**src/rtl/ws2812_rx.sv**
```systemverilog
`default_nettype none
// ============================================================================
//  Module   : ws2812_rx
//  Purpose  : WS2812 single-wire NRZ receiver. Oversamples din with clk,
//             classifies each high pulse as 0/1 by width, assembles 24-bit
//             GRB pixels MSB-first and flags the end of a frame when the
//             line stays low for the reset gap.
//  Ports    : clk          - system clock (50 MHz, 20 ns/tick)
//             rst_n        - asynchronous active-low reset
//             din          - WS2812 dataline, asynchronous to clk
//             pixel_data   - last decoded pixel {G,R,B}
//             pixel_valid  - one-cycle pulse when pixel_data updates
//             pixel_index  - 0-based index of pixel_data in the frame
//             frame_done   - one-cycle pulse at the reset gap after activity
//             frame_pixels - complete pixels in the last finished frame
//             err          - one-cycle pulse on timing violation/partial pixel
//  Revision : 1.0 - initial release
// ============================================================================
module ws2812_rx #(
   parameter int MIN_HIGH_TICKS = 8,
   parameter int BIT_THRESHOLD  = 30,
   parameter int MAX_HIGH_TICKS = 55,
   parameter int MAX_LOW_TICKS  = 250,
   parameter int RESET_TICKS    = 2500
) (
   input  logic        clk,
   input  logic        rst_n,
   input  logic        din,
   output logic [23:0] pixel_data,
   output logic        pixel_valid,
   output logic [7:0]  pixel_index,
   output logic        frame_done,
   output logic [7:0]  frame_pixels,
   output logic        err
);

   localparam logic [15:0] MIN_T   = 16'(MIN_HIGH_TICKS);
   localparam logic [15:0] THR_T   = 16'(BIT_THRESHOLD);
   localparam logic [15:0] MAXH_T  = 16'(MAX_HIGH_TICKS);
   localparam logic [15:0] MAXL_T  = 16'(MAX_LOW_TICKS);
   localparam logic [15:0] RESET_T = 16'(RESET_TICKS);

   typedef enum logic [2:0] {
      ST_SYNC  = 3'd0,
      ST_IDLE  = 3'd1,
      ST_HIGH  = 3'd2,
      ST_LOW   = 3'd3,
      ST_GAP   = 3'd4,
      ST_ERROR = 3'd5
   } state_t;

   state_t      state;
   logic        sync1, din_s, din_d;
   logic [15:0] hi_cnt, lo_cnt;
   logic [23:0] shreg;
   logic [4:0]  bit_cnt;
   logic [7:0]  pix_cnt;
   logic        pend;

   logic rise, fall;
   assign rise = din_s & ~din_d;
   assign fall = ~din_s & din_d;

   // Synchronizer, edge history and phase-length counters. The counter of
   // the phase that just started restarts at 1 on its edge, so at the
   // following edge it holds the exact width of that phase in ticks.
   always_ff @(posedge clk or negedge rst_n) begin
      if (!rst_n) begin
         sync1  <= 1'b0;
         din_s  <= 1'b0;
         din_d  <= 1'b0;
         hi_cnt <= 16'd0;
         lo_cnt <= 16'd0;
      end else begin
         sync1 <= din;
         din_s <= sync1;
         din_d <= din_s;
         if (rise)
            hi_cnt <= 16'd1;
         else if (din_s && hi_cnt != 16'hFFFF)
            hi_cnt <= hi_cnt + 16'd1;
         if (fall)
            lo_cnt <= 16'd1;
         else if (!din_s && lo_cnt != 16'hFFFF)
            lo_cnt <= lo_cnt + 16'd1;
      end
   end

   always_ff @(posedge clk or negedge rst_n) begin
      if (!rst_n) begin
         state        <= ST_SYNC;
         shreg        <= 24'd0;
         bit_cnt      <= 5'd0;
         pix_cnt      <= 8'd0;
         pend         <= 1'b0;
         pixel_data   <= 24'd0;
         pixel_valid  <= 1'b0;
         pixel_index  <= 8'd0;
         frame_done   <= 1'b0;
         frame_pixels <= 8'd0;
         err          <= 1'b0;
      end else begin
         pixel_valid <= 1'b0;
         frame_done  <= 1'b0;
         err         <= 1'b0;

         // Publish a completed pixel the cycle after its 24th bit. The FSM
         // is always in LOW here, so nothing below touches pix_cnt.
         if (pend) begin
            pend        <= 1'b0;
            pixel_data  <= shreg;
            pixel_valid <= 1'b1;
            pixel_index <= pix_cnt;
            if (pix_cnt != 8'hFF)
               pix_cnt <= pix_cnt + 8'd1;
         end

         case (state)
            // Wait for a full reset gap so a mid-stream start never mis-frames.
            ST_SYNC: begin
               if (!din_s && lo_cnt >= RESET_T)
                  state <= ST_IDLE;
            end
            ST_IDLE: begin
               if (rise)
                  state <= ST_HIGH;
            end
            ST_HIGH: begin
               if (fall) begin
                  if (hi_cnt < MIN_T || hi_cnt > MAXH_T) begin
                     err   <= 1'b1;
                     state <= ST_ERROR;
                  end else begin
                     shreg <= {shreg[22:0], (hi_cnt >= THR_T)};
                     if (bit_cnt == 5'd23) begin
                        bit_cnt <= 5'd0;
                        pend    <= 1'b1;
                     end else begin
                        bit_cnt <= bit_cnt + 5'd1;
                     end
                     state <= ST_LOW;
                  end
               end
            end
            ST_LOW: begin
               if (rise) begin
                  if (lo_cnt <= MAXL_T) begin
                     state <= ST_HIGH;
                  end else begin
                     err   <= 1'b1;
                     state <= ST_ERROR;
                  end
               end else if (lo_cnt > MAXL_T) begin
                  // Too long for an inter-bit low: a partial pixel is dropped.
                  state <= ST_GAP;
                  if (bit_cnt != 5'd0) begin
                     err     <= 1'b1;
                     bit_cnt <= 5'd0;
                  end
               end
            end
            ST_GAP: begin
               if (rise) begin
                  err   <= 1'b1;
                  state <= ST_ERROR;
               end else if (lo_cnt >= RESET_T) begin
                  frame_done   <= 1'b1;
                  frame_pixels <= pix_cnt;
                  pix_cnt      <= 8'd0;
                  state        <= ST_IDLE;
               end
            end
            ST_ERROR: begin
               bit_cnt <= 5'd0;
               pix_cnt <= 8'd0;
               if (!din_s && lo_cnt >= RESET_T)
                  state <= ST_IDLE;
            end
            default: state <= ST_SYNC;
         endcase
      end
   end

endmodule
`default_nettype wire
```
**config.mk**
```make
export PLATFORM = sky130hd
export DESIGN_NAME = ws2812_rx
export DESIGN_NICKNAME = d
export VERILOG_FILES = /design/src/rtl/ws2812_rx.sv
export SDC_FILE = /design/constraint.sdc
export NUM_CORES = 1
export LEC_CHECK = 0
export CAP_MARGIN = 10
export CORE_UTILIZATION = 50
export CTS_CLUSTER_SIZE = 12
export DETAILED_ROUTE_END_ITERATION = 10
export DONT_BUFFER_PORTS = 1
export HOLD_SLACK_MARGIN = 0.12
export PLACE_DENSITY = 0.66
export SETUP_SLACK_MARGIN = 0.2
export SYNTH_ARGS = -nofsm -noshare
export SYNTH_HDL_FRONTEND = slang
export SYNTH_SLANG_ARGS = --single-unit
```
**constraint.sdc**
```tcl
create_clock -name clk -period 2.8 [get_ports clk]
set_input_delay 0.28 -clock clk [delete_from_list [all_inputs] [get_ports clk]]
set_output_delay 0.28 -clock clk [all_outputs]
set_load 0.005 [all_outputs]
```
Yosys cells after proc, flatten, opt, wreduce, memory -nomap -nowiden. Index checks and enable logic that the tools add are counted.

Bits of input ports: 3. Register bits after elaboration: 119. Output and inout port bits: 43.

Add/sub/neg operators: 4. Order comparisons: 6. Reductions and logical operators: 15. Bitwise logic cells: 6. Mux-type cells: 42. Equality and inequality tests: 18.

Operator list (number): $mux W16 (4); $add A16 B1 Y16 const B (2); $mux W8 (4); $ne A16 B16 Y1 const B (2); $mux W5 (6); $mux W3 (9); $ge A16 B12 Y1 const B (1); $ge A16 B5 Y1 const B (1); $gt A16 B6 Y1 const B (1); $gt A16 B8 Y1 const B (1); $le A16 B8 Y1 const B (1); $lt A16 B4 Y1 const B (1); $pmux W8 S2 (1); $mux W1 (15); $pmux W3 S5 (1); $pmux W5 S3 (1); $ne A2 B2 Y1 const B (6); $add A8 B1 Y8 const B (1); $ne A8 B8 Y1 const B (1); $eq A3 B2 Y1 const B (2); $eq A3 B3 Y1 const B (2); $ne A3 B3 Y1 const B (2); $reduce_and A3 Y1 (2); $reduce_and A6 Y1 (1); 16 further kinds (23).

Depth between registers and ports, before layout. Gate-level depths: netlist (run 1).

Word-level depth: 6. Gate-level depth with buffers: 8.

Worst setup path after synthesis (run 1). Ideal clock, no wire load.

Kind: register to register. Start: register hi_cnt[11]. End: register shreg[10]. Buffers on the path: 3. Setup slack: 0.798 ns. Library setup time: 0.125 ns. Arrival: 1.877 ns. Stages on the path, launching flop included: 9. Path through: dfrtp_1 nor4_1 and3_2 and3_1 buf_6 and3_4 buf_6 buf_12 mux2_4.

Longest elaborated chain between the ends: 4.

Ends and longest elaborated chain: start, declared (RTL line 54) `logic [15:0] hi_cnt, lo_cnt;`; start signal, assigned (RTL line 81) `hi_cnt <= hi_cnt + 16'd1;`; $lt A16 B4 Y1 / $gt A16 B6 Y1 (equally long branches) (RTL line 130) `if (hi_cnt < MIN_T || hi_cnt > MAXH_T) begin`; $logic_or A1 B1 Y1 (*) (RTL line 130); $not A1 Y1 (no source line) (*); $reduce_and A3 Y1 (no source line) (*); end signal, assigned (RTL line 134) `shreg <= {shreg[22:0], (hi_cnt >= THR_T)};`; end, declared (RTL line 55) `logic [23:0] shreg;`.

Mark *: on every way between the ends. The rest lies on a longest branch, timed or not. A chain may end at the register's enable or synchronous reset.

Worst setup path after layout (run 1).
Start: register hi_cnt[11]. End: register shreg[3].

Same word-level chain as after synthesis.

==> run_results.csv, run 1 <==
group,metric,value,unit
synth,async_flop_share,100,%
routing,post_drt_via_cell_ratio,5.90,
global_routing,grtUsageTotal,19.9,%
worst_setup_path,worstPathMaxFanout,24,
synth,synth_top_area_cell,"dfrtp_1",
job,cap_violations,0,
routing,dr_total_vias,3792,
routing,drc_errors,0,
die,num_rows,38,
routing,postRouteAntennaNets,0,
pwr,peakVddDrop,448,µV
layout,postLayoutCellArea,6340,µm²
place,place_area,5740,µm²
place,finalWeightedCongestion,0.844,
clocking,cts_hold_buf,1,
die,core,10900,µm²
global_routing,grt_overflow,0,
clocking,cts_setup_buffers,0,
synth,synth.distinct_cells,59,
synth,synth_top_family_by_area,"simple AND/OR/NAND/NOR gates",
synth,syn_area,5650,µm²
sta,holdWs,-0.439,ns
pwr,p_total,4.11,mW
pwr,swShare,20.7,%
pwr,combPwrFrac,3.3,%
pwr,clockPowerShare,52.8,%
pwr,power.density,649,nW/µm²
layout,nNetsFinal,502,
clocking,cts_root_buf,"clkbuf_16",
sta,worstMarginPinSlew,0.762,ns
global_routing,antenna_found_initial,0,
synth,synth-seq-cells,119,
die,initial_utilization,51.7,%
place,pre_cts_ws,0.486,ns
synth,syn_area_per_cell,11.6,µm²
synth,yosys.area.top_type_share,52.7,%
sta,tns,0,ns
pwr,switchingPower,0.851,mW
synth,synth_xor_area_share,4.18,%
sta,skew,0.00672,ns
synth,ys.flop_type,"dfrtp_1",
pwr,internal-power,3.26,mW
synth,ys_warn_count,0,
synth,yosysMostFrequentCell,"dfrtp_1",
worst_setup_path,start_kind,"flop",
routing,wire_per_inst,16.4,µm
worst_setup_path,crit_path_start,"hi_cnt[11]",
worst_setup_path,cp.depth,5,
worst_setup_path,cp.required,3.10,ns
layout,drive_gt1_share,18.3,%
global_routing,grt_max_degree,120,
clocking,clock_latency,0.41,ns
synth,synthCells,489,
clocking,clk_pin_slew,0.05,ns
die,die_h,108,µm
worst_setup_path,path_buf_inv,0,
synth,synthMuxAreaShare,14.8,%
die,io_pins,46,
worst_setup_path,end_kind,"flop",
worst_setup_path,reg2reg_depth,5,
place,hpwl,6790,µm
worst_setup_path,crit_chain,"nor4_1 -> and3_2 -> and3_1 -> and3_4 -> mux2_1",
clocking,clk_path_buf_depth,2,
routing,dr.first_iter.drc_count,298,
clocking,cts_buffers,17,
synth,synth_compound_area_share,8.32,%
global_routing,grt_pass1_wl,17900,µm
sta,fin_crit_sh,83.2,%
global_routing,grt_pass1_vias,3746,
synth,syn_nets,498,
worst_setup_path,worst_ep_arrival_time,2.63,ns
worst_setup_path,crit_slowest_cell,"and3_4",
die,fp.dieArea,11700,µm²
clocking,cts_tree,"yes",
place,io_buffers,0,
sta,setup_viol,0,
worst_setup_path,slowest_delay,0.51,ns
run_status,violations,"negative hold slack",
run_status,status,"finished, violations left",
worst_setup_path,worst-setup-path-type,"flop to flop",
synth,ys_seq_area_share,52.7,%
sta,hold_viol_final,119,
layout,antenna_cells,0,
hold_path,holdCritPathClass,"input port to async pin",
sta,clock.fmax,0.429,GHz
die,dieWidth,108,µm
worst_setup_path,crit_family,"simple AND/OR/NAND/NOR gates",
sta,maxSlewViolCount,0,
synth,synthTopCellsByArea,"dfrtp_1, mux2_2, mux2_4",
synth,synth.top_cells.by_count,"dfrtp_1, nor2_1, nand2_1",
clocking,post_cts_resize_count,0,
layout,syn_to_final_growth,12.2,%
synth,synth-edff-count,0,
sta,layout_min_cycle_time,2.33,ns
synth,synth-adder-area-share,1.33,%
routing,drtPass1Iterations,4,
pwr,power_frac_seq,43.9,%
synth,yosys.area_share.simple,15.6,%
sta,rsz0062_at_grt,"false",
clocking,h-tree-depth,4,
pwr,leakagePower,2.93,nW
clocking,cts.sinks,119,
routing,finalWirelength,10600,µm
sta,fin_ws,0.471,ns
sta,max_slew_margin,49.2,%
worst_setup_path,r2r-start,"hi_cnt[11]",
## layout make-up
class | instances | area [µm²]
Fill cell | 899 | 4590
Sequential cell | 119 | 2980
Multi-Input combinational cell | 337 | 2500
Clock buffer | 21 | 470
Tap cell | 140 | 175
Clock inverter | 8 | 124
Timing Repair Buffer | 7 | 55.1
Inverter | 11 | 41.3
## state kept, by name, indices dropped and copies added (netlist names), 3 cells and up
register,flops
bit_cnt,5
frame_pixels,8
hi_cnt,16
lo_cnt,16
pix_cnt,8
pixel_data,24
pixel_index,8
shreg,24
state,3
## metrics by stage
step | utilization [%] | std cells
floorplan | - | 489
global placement | 52.5 | 613
detailed placement | 52.5 | 613
CTS | 58.0 | 643
global route | 58.0 | 643
finish | 58.0 | 643
## path summary, 6_finish.rpt
path / end / slack, ns
worst min-delay path: pixel_data[17] / -0.44
worst max register to register: shreg[3] / 0.47
max in group asynchronous: lo_cnt[7] / 3.09
worst min register to register: din_s / 0.36
min in group clk: din_s / 0.36
worst max-delay path: shreg[3] / 0.47
## layout by cell type, fill, tap and decap left out, types with 6 or more instances in the layout
cell type	instances
a21oi_1	12
a31oi_1	8
a41oi_1	6
and2_1	6
and3_1	11
buf_4	6
clkbuf_16	17
dfrtp_1	119
ha_1	6
inv_1	8
mux2_1	12
mux2_2	31
mux2_4	20
nand2_1	32
nand3_1	17
nand4_1	15
nor2_1	42
nor2b_1	6
nor3_1	10
nor4_1	6
xnor2_1	12
xor2_1	15
## cells by family (layout without fill, tap and decap cells)
| logic type | after synthesis | after routing |
|---|---|---|
| muxes | 68 | 68 |
| DFF | 119 | 119 |
| xor gates and xnor gates | 27 | 27 |
| adders and majority gates | 6 | 6 |
| AOI/OAI and AO/OA | 67 | 67 |
| buffers and inverters | 33 | 47 |
| and+or+nand+nor | 169 | 169 |
## power groups by stage
stage          logic [mW]  registers (mW)  clock network, mW
3_5_place_dp        0.136            1.83                  0
3_3_place_gp        0.128            1.83                  0
4_1_cts             0.138            1.81               2.23
5_1_grt             0.157            1.81               2.32
6_report            0.137            1.81               2.17
2_1_floorplan       0.119            1.82                  0
## routing by layer
| metal | track usage, % | wire, µm | vias to the layer above |
|---|---|---|---|
| li1 | - | - | 1786 |
| met1 | 25.2 | 4840 | 1900 |
| met2 | 31.0 | 4970 | 87 |
| met3 | 6.27 | 558 | 19 |
| met4 | 9.36 | 193 | 0 |
| met5 | 0 | 0 | - |
No activity file was read; power rests on OpenSTA's default activity.
==> inputs of run 2 (changes only) <==
- PLACE_DENSITY: 0.66 -> 0.69
- clock period: 2.8 -> 2.07 ns (I/O delays scaled with it)
==> run 2 against run 1 <==
Net effect:
- critical endpoint is now bit_cnt[4]
- largest cell class unchanged
- register-to-register slack worse by 0.33 ns
- clock skew grew 0.0088 ns
- the run still ends with negative hold slack left
- highest routed layer unchanged
- final cell count up 5.8%
==> run_results.csv, run 2 (synthesis gave the netlist of run 1 again) <==
group,metric,value,unit
global_routing,grtUsageTotal,21.7,%
pwr,leakagePower,3.17,nW
layout,syn_to_final_growth,21.5,%
run_status,violations,"negative hold slack",
clocking,cts_hold_buf,1,
clocking,clk_path_buf_depth,2,
routing,postRouteAntennaNets,0,
place,finalWeightedCongestion,0.896,
pwr,power.density,809,nW/µm²
clocking,cts_buffers,17,
clocking,cts.sinks,119,
pwr,peakVddDrop,645,µV
global_routing,antenna_found_initial,0,
sta,worstMarginPinSlew,0.466,ns
die,dieWidth,108,µm
clocking,cts_root_buf,"clkbuf_16",
routing,post_drt_via_cell_ratio,5.89,
hold_path,holdCritPathClass,"input port to async pin",
sta,skew,0.0156,ns
run_status,status,"finished, violations left",
place,io_buffers,0,
layout,antenna_cells,0,
die,fp.dieArea,11700,µm²
layout,reg_top3,"pixel_data x24, shreg x24",
layout,nNetsFinal,536,
worst_setup_path,slowest_delay,0.51,ns
sta,maxSlewViolCount,0,
die,num_rows,38,
worst_setup_path,start_kind,"flop",
global_routing,grt_overflow,0,
layout,final_common_cell,"dfrtp_1",
worst_setup_path,crit_family,"compound AO/OA/AOI/OAI gates",
worst_setup_path,worst-setup-path-type,"flop to flop",
worst_setup_path,worst_ep_arrival_time,2.21,ns
sta,rsz0062_at_grt,"true",
worst_setup_path,worstPathMaxFanout,7,
layout,fillCellCount,790,
sta,tns,0,ns
sta,setup_viol,0,
pwr,p_total,5.56,mW
clocking,cts_tree,"yes",
job,cap_violations,0,
layout,postLayoutCellArea,6870,µm²
worst_setup_path,path_buf_inv,1,
global_routing,grt_max_degree,120,
clocking,clk_pin_slew,0.06,ns
clocking,clock_latency,0.42,ns
clocking,h-tree-depth,4,
routing,dr.first_iter.drc_count,261,
worst_setup_path,path_common_cell,"a41oi_2",
place,hpwl,7440,µm
routing,drc_errors,0,
routing,drtPass1Iterations,5,
sta,hold_viol_final,119,
die,initial_utilization,51.7,%
routing,dr_total_vias,4005,
sta,layout_min_cycle_time,1.93,ns
sta,holdWs,-0.525,ns
routing,wire_per_inst,17.8,µm
worst_setup_path,end_kind,"flop",
layout,finish.utilization,62.8,%
sta,clock.fmax,0.518,GHz
die,io_pins,46,
die,core,10900,µm²
sta,fin_crit_sh,93.2,%
worst_setup_path,crit_chain,"inv_2 -> ha_4 -> or4b_4 -> a31oi_4 -> o21ai_4 -> a41oi_2 -> a41oi_2",
worst_setup_path,cp.required,2.35,ns
die,die_h,108,µm
layout,drive_gt1_share,30.6,%
global_routing,grt_pass1_wl,19600,µm
global_routing,grt_pass1_vias,4076,
worst_setup_path,crit_slowest_cell,"or4b_4",
place,place_area,5940,µm²
sta,max_slew_margin,68.7,%
layout,layout_common_cells,"dfrtp_1, nor2_1, buf_4, nand2_1, mux2_2",
routing,finalWirelength,12100,µm
==> run 2: timing repair <==
action	4_1_cts	5_1_grt
pin swaps	4	10
hold endpoints to repair	120	119
setup buffers	9	3
endpoints found under the setup margin	43	54
resized for setup	21	26
==> run 2: worst reg2reg max path, cell delays in order, from the launching register on <==
cell	delay, ns
dfrtp_1	0.39
inv_2	0.09
ha_4	0.13
or4b_4	0.51
a31oi_4	0.26
o21ai_4	0.15
a41oi_2	0.20
a41oi_2	0.07
==> run 2: worst paths after layout <==
path,to,from,depth (start not counted),slack (ns)
max,bit_cnt[4],bit_cnt[0],7,0.14
min,pixel_data[17],rst_n,0,-0.53
max reg2reg,bit_cnt[4],bit_cnt[0],7,0.14
min reg2reg,din_s,sync1,0,0.35
max in group asynchronous,din_s,rst_n,0,2.44
min in group clk,sync1,din,1,0.34
==> run 2: area by class of cell <==
type                       count  area [µm²]  share of cell area, %
clock buffer                  17         425                   6.20
clock inverter                15         149                   2.17
inverter                      11        41.3                  0.601
multi-input combinational    337        2750                   40.1
sequential                   119        2980                   43.5
tap                          140         175                   2.55
timing repair buffer          41         339                   4.94
==> run 2: per-stage QoR <==
step / cells / hold slack, ns / setup WS, ns
finish: 680 / -0.525 / 0.140
CTS: 677 / -0.534 / 0.174
floorplan: 489 / -0.0886 / 0.0892
global placement: 635 / -0.0864 / 0.131
global route: 680 / -0.549 / 0.105
detailed placement: 635 / -0.0865 / -0.0192
==> run 2: metal layers <==
layer  vias up  GRT usage [%]  share of wire, %
li1       1858              -                 -
met1      2005           26.7                43
met2       122           36.0                51
met3        20           6.03               4.6
met4         0           8.78               1.5
met5         -              0                 0
==> run 2: where the power goes <==
group          internal (mW)  switching (mW)
Clock                   1.60            1.24
Sequential              2.37          0.0619
Combinational          0.130           0.152
